$ cat src/rtl/playfield_writer_pkg.sv
// playfield_writer_pkg: shared constants and types for the playfield write engine
// Holds the CPU I/O region code, register offsets, STATUS bit positions and FSM states.
package playfield_writer_pkg;
  localparam logic [1:0] IO_REGION = 2'h2;
  localparam logic [1:0] PF_PTR    = 2'd0;
  localparam logic [1:0] PF_DATA   = 2'd1;
  localparam logic [1:0] PF_STATUS = 2'd2;
  localparam logic [1:0] PF_FILL   = 2'd3;
  localparam int ST_LEVEL_W = 5;
  localparam int ST_FILL    = 8;
  localparam int ST_FULL    = 9;
  localparam int ST_OVF     = 15;
  typedef enum logic {IDLE = 1'b0, FILL = 1'b1} state_e;
endpackage

$ cat src/rtl/pf_write_fifo.sv
// pf_write_fifo: show-ahead synchronous FIFO holding queued {addr,data} playfield writes
// Ports: clk_i/rst_i clock and sync reset; push_i/wdata_i enqueue; pop_i dequeue;
// rdata_o head entry; level_o occupancy; full_o/empty_o flags.
module pf_write_fifo #(
  parameter int W     = 18,
  parameter int DEPTH = 16,
  localparam int AW   = $clog2(DEPTH)
) (
  input  logic          clk_i,
  input  logic          rst_i,
  input  logic          push_i,
  input  logic          pop_i,
  input  logic [W-1:0]  wdata_i,
  output logic [W-1:0]  rdata_o,
  output logic [AW:0]   level_o,
  output logic          full_o,
  output logic          empty_o
);
  logic [W-1:0]  mem_q [DEPTH];
  logic [AW-1:0] wr_q, rd_q;
  logic [AW:0]   level_q;
  logic          do_pop, do_push;
  assign empty_o = level_q == '0;
  assign full_o  = level_q == (AW+1)'(DEPTH);
  assign level_o = level_q;
  assign rdata_o = mem_q[rd_q];
  assign do_pop  = pop_i & ~empty_o;
  // a pop in the same cycle frees the slot, so a push at full is still taken
  assign do_push = push_i & (~full_o | do_pop);
  always_ff @(posedge clk_i) begin
    if (do_push) mem_q[wr_q] <= wdata_i;
  end
  always_ff @(posedge clk_i) begin
    if (rst_i) begin
      wr_q    <= '0;
      rd_q    <= '0;
      level_q <= '0;
    end else begin
      if (do_push) wr_q <= wr_q + 1'b1;
      if (do_pop) rd_q <= rd_q + 1'b1;
      level_q <= level_q + (AW+1)'(do_push) - (AW+1)'(do_pop);
    end
  end
endmodule

$ cat src/rtl/playfield_writer.sv
// playfield_writer: queues CPU tile writes and commits them (or a full-screen fill) during vblank
// Ports: i_Clk/reset clock and sync reset; io_sel/cpu_write/cpu_addr/cpu_wr_data CPU register
// writes; cpu_rd_data register reads; row beam row; pf_write/pf_write_addr/pf_wr_data RAM write
// port; busy queue non-empty or fill running.
module playfield_writer
  import playfield_writer_pkg::*;
#(
  parameter int         FIFO_DEPTH = 16,
  parameter logic [9:0] V_ACTIVE   = 10'd480
) (
  input  logic        i_Clk,
  input  logic        reset,
  input  logic        io_sel,
  input  logic        cpu_write,
  input  logic [1:0]  cpu_addr,
  input  logic [15:0] cpu_wr_data,
  output logic [15:0] cpu_rd_data,
  input  logic [9:0]  row,
  output logic        pf_write,
  output logic [9:0]  pf_write_addr,
  output logic [7:0]  pf_wr_data,
  output logic        busy
);
  localparam int LW = $clog2(FIFO_DEPTH) + 1;
  state_e      state_q;
  logic [9:0]  ptr_q, fill_cnt_q, pf_addr_q;
  logic [7:0]  fill_val_q, pf_data_q;
  logic        ovf_q, pf_write_q;
  logic [17:0] head;
  logic [LW-1:0] level;
  logic        full, empty, vblank, wr, enq, fill_req, fill_ok, pop, drop;
  logic [15:0] status;
  logic        unused_wr_bits;
  assign unused_wr_bits = ^cpu_wr_data[15:10];
  assign vblank   = row >= V_ACTIVE;
  assign wr       = io_sel & cpu_write;
  assign enq      = wr & (cpu_addr == PF_DATA);
  assign fill_req = wr & (cpu_addr == PF_FILL);
  assign pop      = (state_q == IDLE) & ~empty & vblank;
  // a fill may only start with nothing queued, so it never interleaves with FIFO entries
  assign fill_ok  = (state_q == IDLE) & empty;
  assign drop     = enq & full & ~pop;
  pf_write_fifo #(.W(18), .DEPTH(FIFO_DEPTH)) u_fifo (
    .clk_i   (i_Clk),
    .rst_i   (reset),
    .push_i  (enq),
    .pop_i   (pop),
    .wdata_i ({ptr_q, cpu_wr_data[7:0]}),
    .rdata_o (head),
    .level_o (level),
    .full_o  (full),
    .empty_o (empty)
  );
  always_comb begin
    status = '0;
    status[ST_LEVEL_W-1:0] = ST_LEVEL_W'(level);
    status[ST_FILL] = state_q == FILL;
    status[ST_FULL] = full;
    status[ST_OVF]  = ovf_q;
  end
  assign cpu_rd_data = !io_sel ? 16'h0 :
                       cpu_addr == PF_PTR    ? {6'b0, ptr_q} :
                       cpu_addr == PF_STATUS ? status : 16'h0;
  assign pf_write      = pf_write_q;
  assign pf_write_addr = pf_addr_q;
  assign pf_wr_data    = pf_data_q;
  assign busy          = ~empty | (state_q == FILL);
  always_ff @(posedge i_Clk) begin
    if (reset) begin
      state_q    <= IDLE;
      ptr_q      <= '0;
      fill_cnt_q <= '0;
      fill_val_q <= '0;
      ovf_q      <= 1'b0;
      pf_write_q <= 1'b0;
      pf_addr_q  <= '0;
      pf_data_q  <= '0;
    end else begin
      if (wr & (cpu_addr == PF_PTR)) ptr_q <= cpu_wr_data[9:0];
      else if (enq) ptr_q <= ptr_q + 10'd1;
      if (wr & (cpu_addr == PF_STATUS)) ovf_q <= 1'b0;
      else if (drop | (fill_req & ~fill_ok)) ovf_q <= 1'b1;
      pf_write_q <= 1'b0;
      if (state_q == IDLE) begin
        if (pop) begin
          pf_write_q <= 1'b1;
          pf_addr_q  <= head[17:8];
          pf_data_q  <= head[7:0];
        end else if (fill_req & fill_ok) begin
          state_q    <= FILL;
          fill_cnt_q <= '0;
          fill_val_q <= cpu_wr_data[7:0];
        end
      end else if (vblank) begin
        pf_write_q <= 1'b1;
        pf_addr_q  <= fill_cnt_q;
        pf_data_q  <= fill_val_q;
        fill_cnt_q <= fill_cnt_q + 10'd1;
        if (fill_cnt_q == 10'd1023) state_q <= IDLE;
      end
    end
  end
endmodule
$ cat config.mk
export PLATFORM = sky130hd
export DESIGN_NAME = playfield_writer
export DESIGN_NICKNAME = d
export VERILOG_FILES = /design/src/rtl/playfield_writer_pkg.sv /design/src/rtl/pf_write_fifo.sv /design/src/rtl/playfield_writer.sv
export SDC_FILE = /design/constraint.sdc
export NUM_CORES = 1
export LEC_CHECK = 0
export BUFFER_PORTS_ARGS = -buffer_cell sky130_fd_sc_hd__buf_2
export CORE_ASPECT_RATIO = 0.8
export CORE_UTILIZATION = 40
export CTS_BUF_LIST = sky130_fd_sc_hd__clkbuf_8
export CTS_CLUSTER_DIAMETER = 30
export DETAILED_ROUTE_END_ITERATION = 12
export RECOVER_POWER = 50
export SYNTH_ARGS = -nofsm -noshare
export SYNTH_HDL_FRONTEND = slang
export SYNTH_SLANG_ARGS = --single-unit
$ cat constraint.sdc
create_clock -name i_Clk -period 5.22 [get_ports i_Clk]
set_input_delay 1.044 -clock i_Clk [delete_from_list [all_inputs] [get_ports i_Clk]]
set_output_delay 1.044 -clock i_Clk [all_outputs]
set_load 0.05 [all_outputs]
==> impl_metrics.toml <==
[timing]
slew-limit-headroom = -0.118
fmax_mhz = 243
tightest_slew_ns = 1.65
finalCriticalPeriod_ns = 4.12
timing.final.ws_setup_ns = 1.10
hold_viol = 0
fin_worst_skew_ns = 0.0356
slew_viol_final = 10
finalHoldWorstSlack_ns = 0.452
rsz0062_at_grt = "no"
fin_crit_sh = 0.789
timing.setup.tns_ns = 0
setup_viol = 0

[clock_tree]
clock_path_buffers = 3
cts_max_level = 2
clkLatencyLatePin_ns = 0.61
cts_setup_buffers = 0
cts.sinks = 354
holdBufCountCts = 0
tritoncts = "built"
path_clk_slew_ns = 0.06
cts_resized = 0
cts-root-buf = "clkbuf_8"
cts_made_buffers = 57

[yosys]
synth_top_area_cell = "edfxtp_1"
yosys-top-cells-count = "288 x edfxtp_1, 66 x dfxtp_1, 60 x a21oi_1"
syn_area_um2 = 14300
yosys_warnings = 0
yosysMostFrequentCell = "edfxtp_1"
synth_edf_count = 288
yosys_register_bits = 354
ys_seq_area_frac = 0.697
ys_async_sr_fraction = 0
synth_cell_types = 61
yosys_most_used_dff = "edfxtp_1"
postSynthCellCount = 889
synthTopCellsByArea = "edfxtp_1 60%, dfxtp_1 9.2%, mux4_2 8.5%"
syn-mean-instance-area_um2 = 16.1
yosysTopAreaCellShare = 0.605

[detailed_routing]
wl_um = 34300
num_vias = 8265
post_drt_wl_per_cell_um = 23.0
drt-pass1-iter-count = 5
drtIter0Drc = 757
antenna_left = 0
vias_per_cell = 5.55
drc_errors = 0

[critical_path]
slowest_stage = "nor4b_1"
critPathRequiredTime_ns = 5.73
crit_type = "reg -> reg"
path_delay_family = "simple AND/OR/NAND/NOR gates"
worstPathMaxFanout = 9
arrival_ns = 4.63
start_kind = "flip-flop"
cp-end-kind = "flip-flop"
critPathBufInv = 1
path_cells = "inv_1, ha_1, nor4b_1, nor3_1, nand2b_1, nand2_1, ha_1, fa_1, a21oi_1, nor2_1, or3_1, a21oi_1"
slowest_delay_ns = 1.32

[finish]
drive_gt1_frac = 0.209
nets = 1016
insertedDiodeCount = 0
final_core_util = 0.469
design_area_um2 = 16400
area_growth_pct = 14.7

[place]
dp_slack_ns = 1.48
portBuffers = 51
gp_congestion = 0.806
placed_area_um2 = 15200
dp_hpwl_um = 20200

[power_and_ir_drop]
ir_drop_uv = 238
power.leakage_nw = 5.30
power-per-cell-area_nw_per_um2 = 453

[min_path]
hp-class = "reg -> reg"

[die]
pin_count = 68
start_util = 0.409
chipHeight_um = 171
core_um2 = 35000
die_x_um = 213
dieArea_um2 = 36500
fp-row-count = 61

[flow_run]
max_cap_violations = 1

[global_routing]
track_usage = 0.192
antenna_found_initial = 0
grt_max_degree = 55
overflow = 0
grt_pass1_vias = 8124
grt_pass1_wl_um = 50900

[outcome]
outcome = "complete, but fails checks"
violations = "max-capacitance violations, max-slew violations"
## state kept, by name, indices dropped and copies added (netlist names), named ones only
signal,count
state_q,1
u_fifo.wr_q,4
u_fifo.mem_q,288
pf_write_addr,10
u_fifo.level_o,5
pf_write,1
u_fifo.rd_q,4
ovf_q,1
fill_cnt_q,10
pf_wr_data,8
ptr_q,10
fill_val_q,8
## cells by family (layout without fill, tap and decap cells)
| kind of cell | Yosys count | count (layout) | synth area share |
|---|---|---|---|
| adders and majority gates | 13 | 13 | 0.0119 |
| and+or+nand+nor | 169 | 169 | 0.0612 |
| other | 1 | 5 | 0.000262 |
| xor gates and xnor gates | 6 | 6 | 0.00367 |
| buffers and inverters | 65 | 190 | 0.0202 |
| DFF | 354 | 354 | 0.697 |
| muxes | 102 | 102 | 0.119 |
| AOI/OAI and AO/OA | 179 | 179 | 0.0869 |
## layer usage
layer / share of wire / up-vias / global-route usage
met5: 0 / - / 0
met4: 0.019 / 0 / 0.0525
met3: 0.072 / 55 / 0.0453
met2: 0.44 / 251 / 0.283
met1: 0.47 / 4248 / 0.284
li1: - / 3711 / -
## metrics by stage
stage / power, mW / instances
after floorplan: 4.42 / 893
after global placement: 4.85 / 1384
after detailed placement: 4.86 / 1384
after CTS: 7.53 / 1490
after global routing: 7.72 / 1490
final: 7.42 / 1490
## report_power, final
part | internal [mW] | leakage [nW] | switching [mW] | total (mW)
Clock | 1.54 | 0.687 | 1.12 | 2.66
Sequential | 3.13 | 3.15 | 0.154 | 3.29
Combinational | 0.588 | 1.47 | 0.890 | 1.48
## layout make-up
| class | instances | area, um2 |
|---|---|---|
| clock buffers | 68 | 936 |
| flip-flops and latches | 354 | 9970 |
| multi-input cells | 474 | 4080 |
| well taps | 472 | 591 |
| fillers | 3105 | 18600 |
| repair buffers | 74 | 405 |
| inverters | 10 | 37.5 |
| clock inverters | 38 | 370 |
## path summary, 6_finish.rpt
path,startpoint,to,slack [ns],depth (start not counted)
setup / recovery,u_fifo.level_o[3]$_SDFF_PP0_,u_fifo.level_o[4]$_SDFF_PP0_,1.10,12
hold / removal,fill_val_q[7]$_SDFFE_PP0P_,fill_val_q[7]$_SDFFE_PP0P_,0.45,2
setup reg to reg,u_fifo.level_o[3]$_SDFF_PP0_,u_fifo.level_o[4]$_SDFF_PP0_,1.10,12
hold reg to reg,fill_val_q[7]$_SDFFE_PP0P_,fill_val_q[7]$_SDFFE_PP0P_,0.45,2
## placed cells by master (no fill, tap or decap), drive strengths merged, types with 6 or more instances in the layout
cell and count:
edfxtp 288, clkbuf 96, dfxtp 66, a21oi 60
mux4 54, mux2i 47, buf 46, nor2 44
nand2 42, o21ai 33, inv 21, nand3 20
o2bb2ai 19, a221o 18, nand2b 14, clkinv 13
a2bb2oi 12, ha 12, nor2b 11, nor3 8
clkinvlp 7, bufinv 7, a221oi 6
## worst min-delay path, delay by kind of cell, from the launching register on
family / cells / cell delay [ns]
flops: 1 / 0.31
simple gates: 1 / 0.05
compound gates: 1 / 0.05
Power figures use the tool's default switching activity.
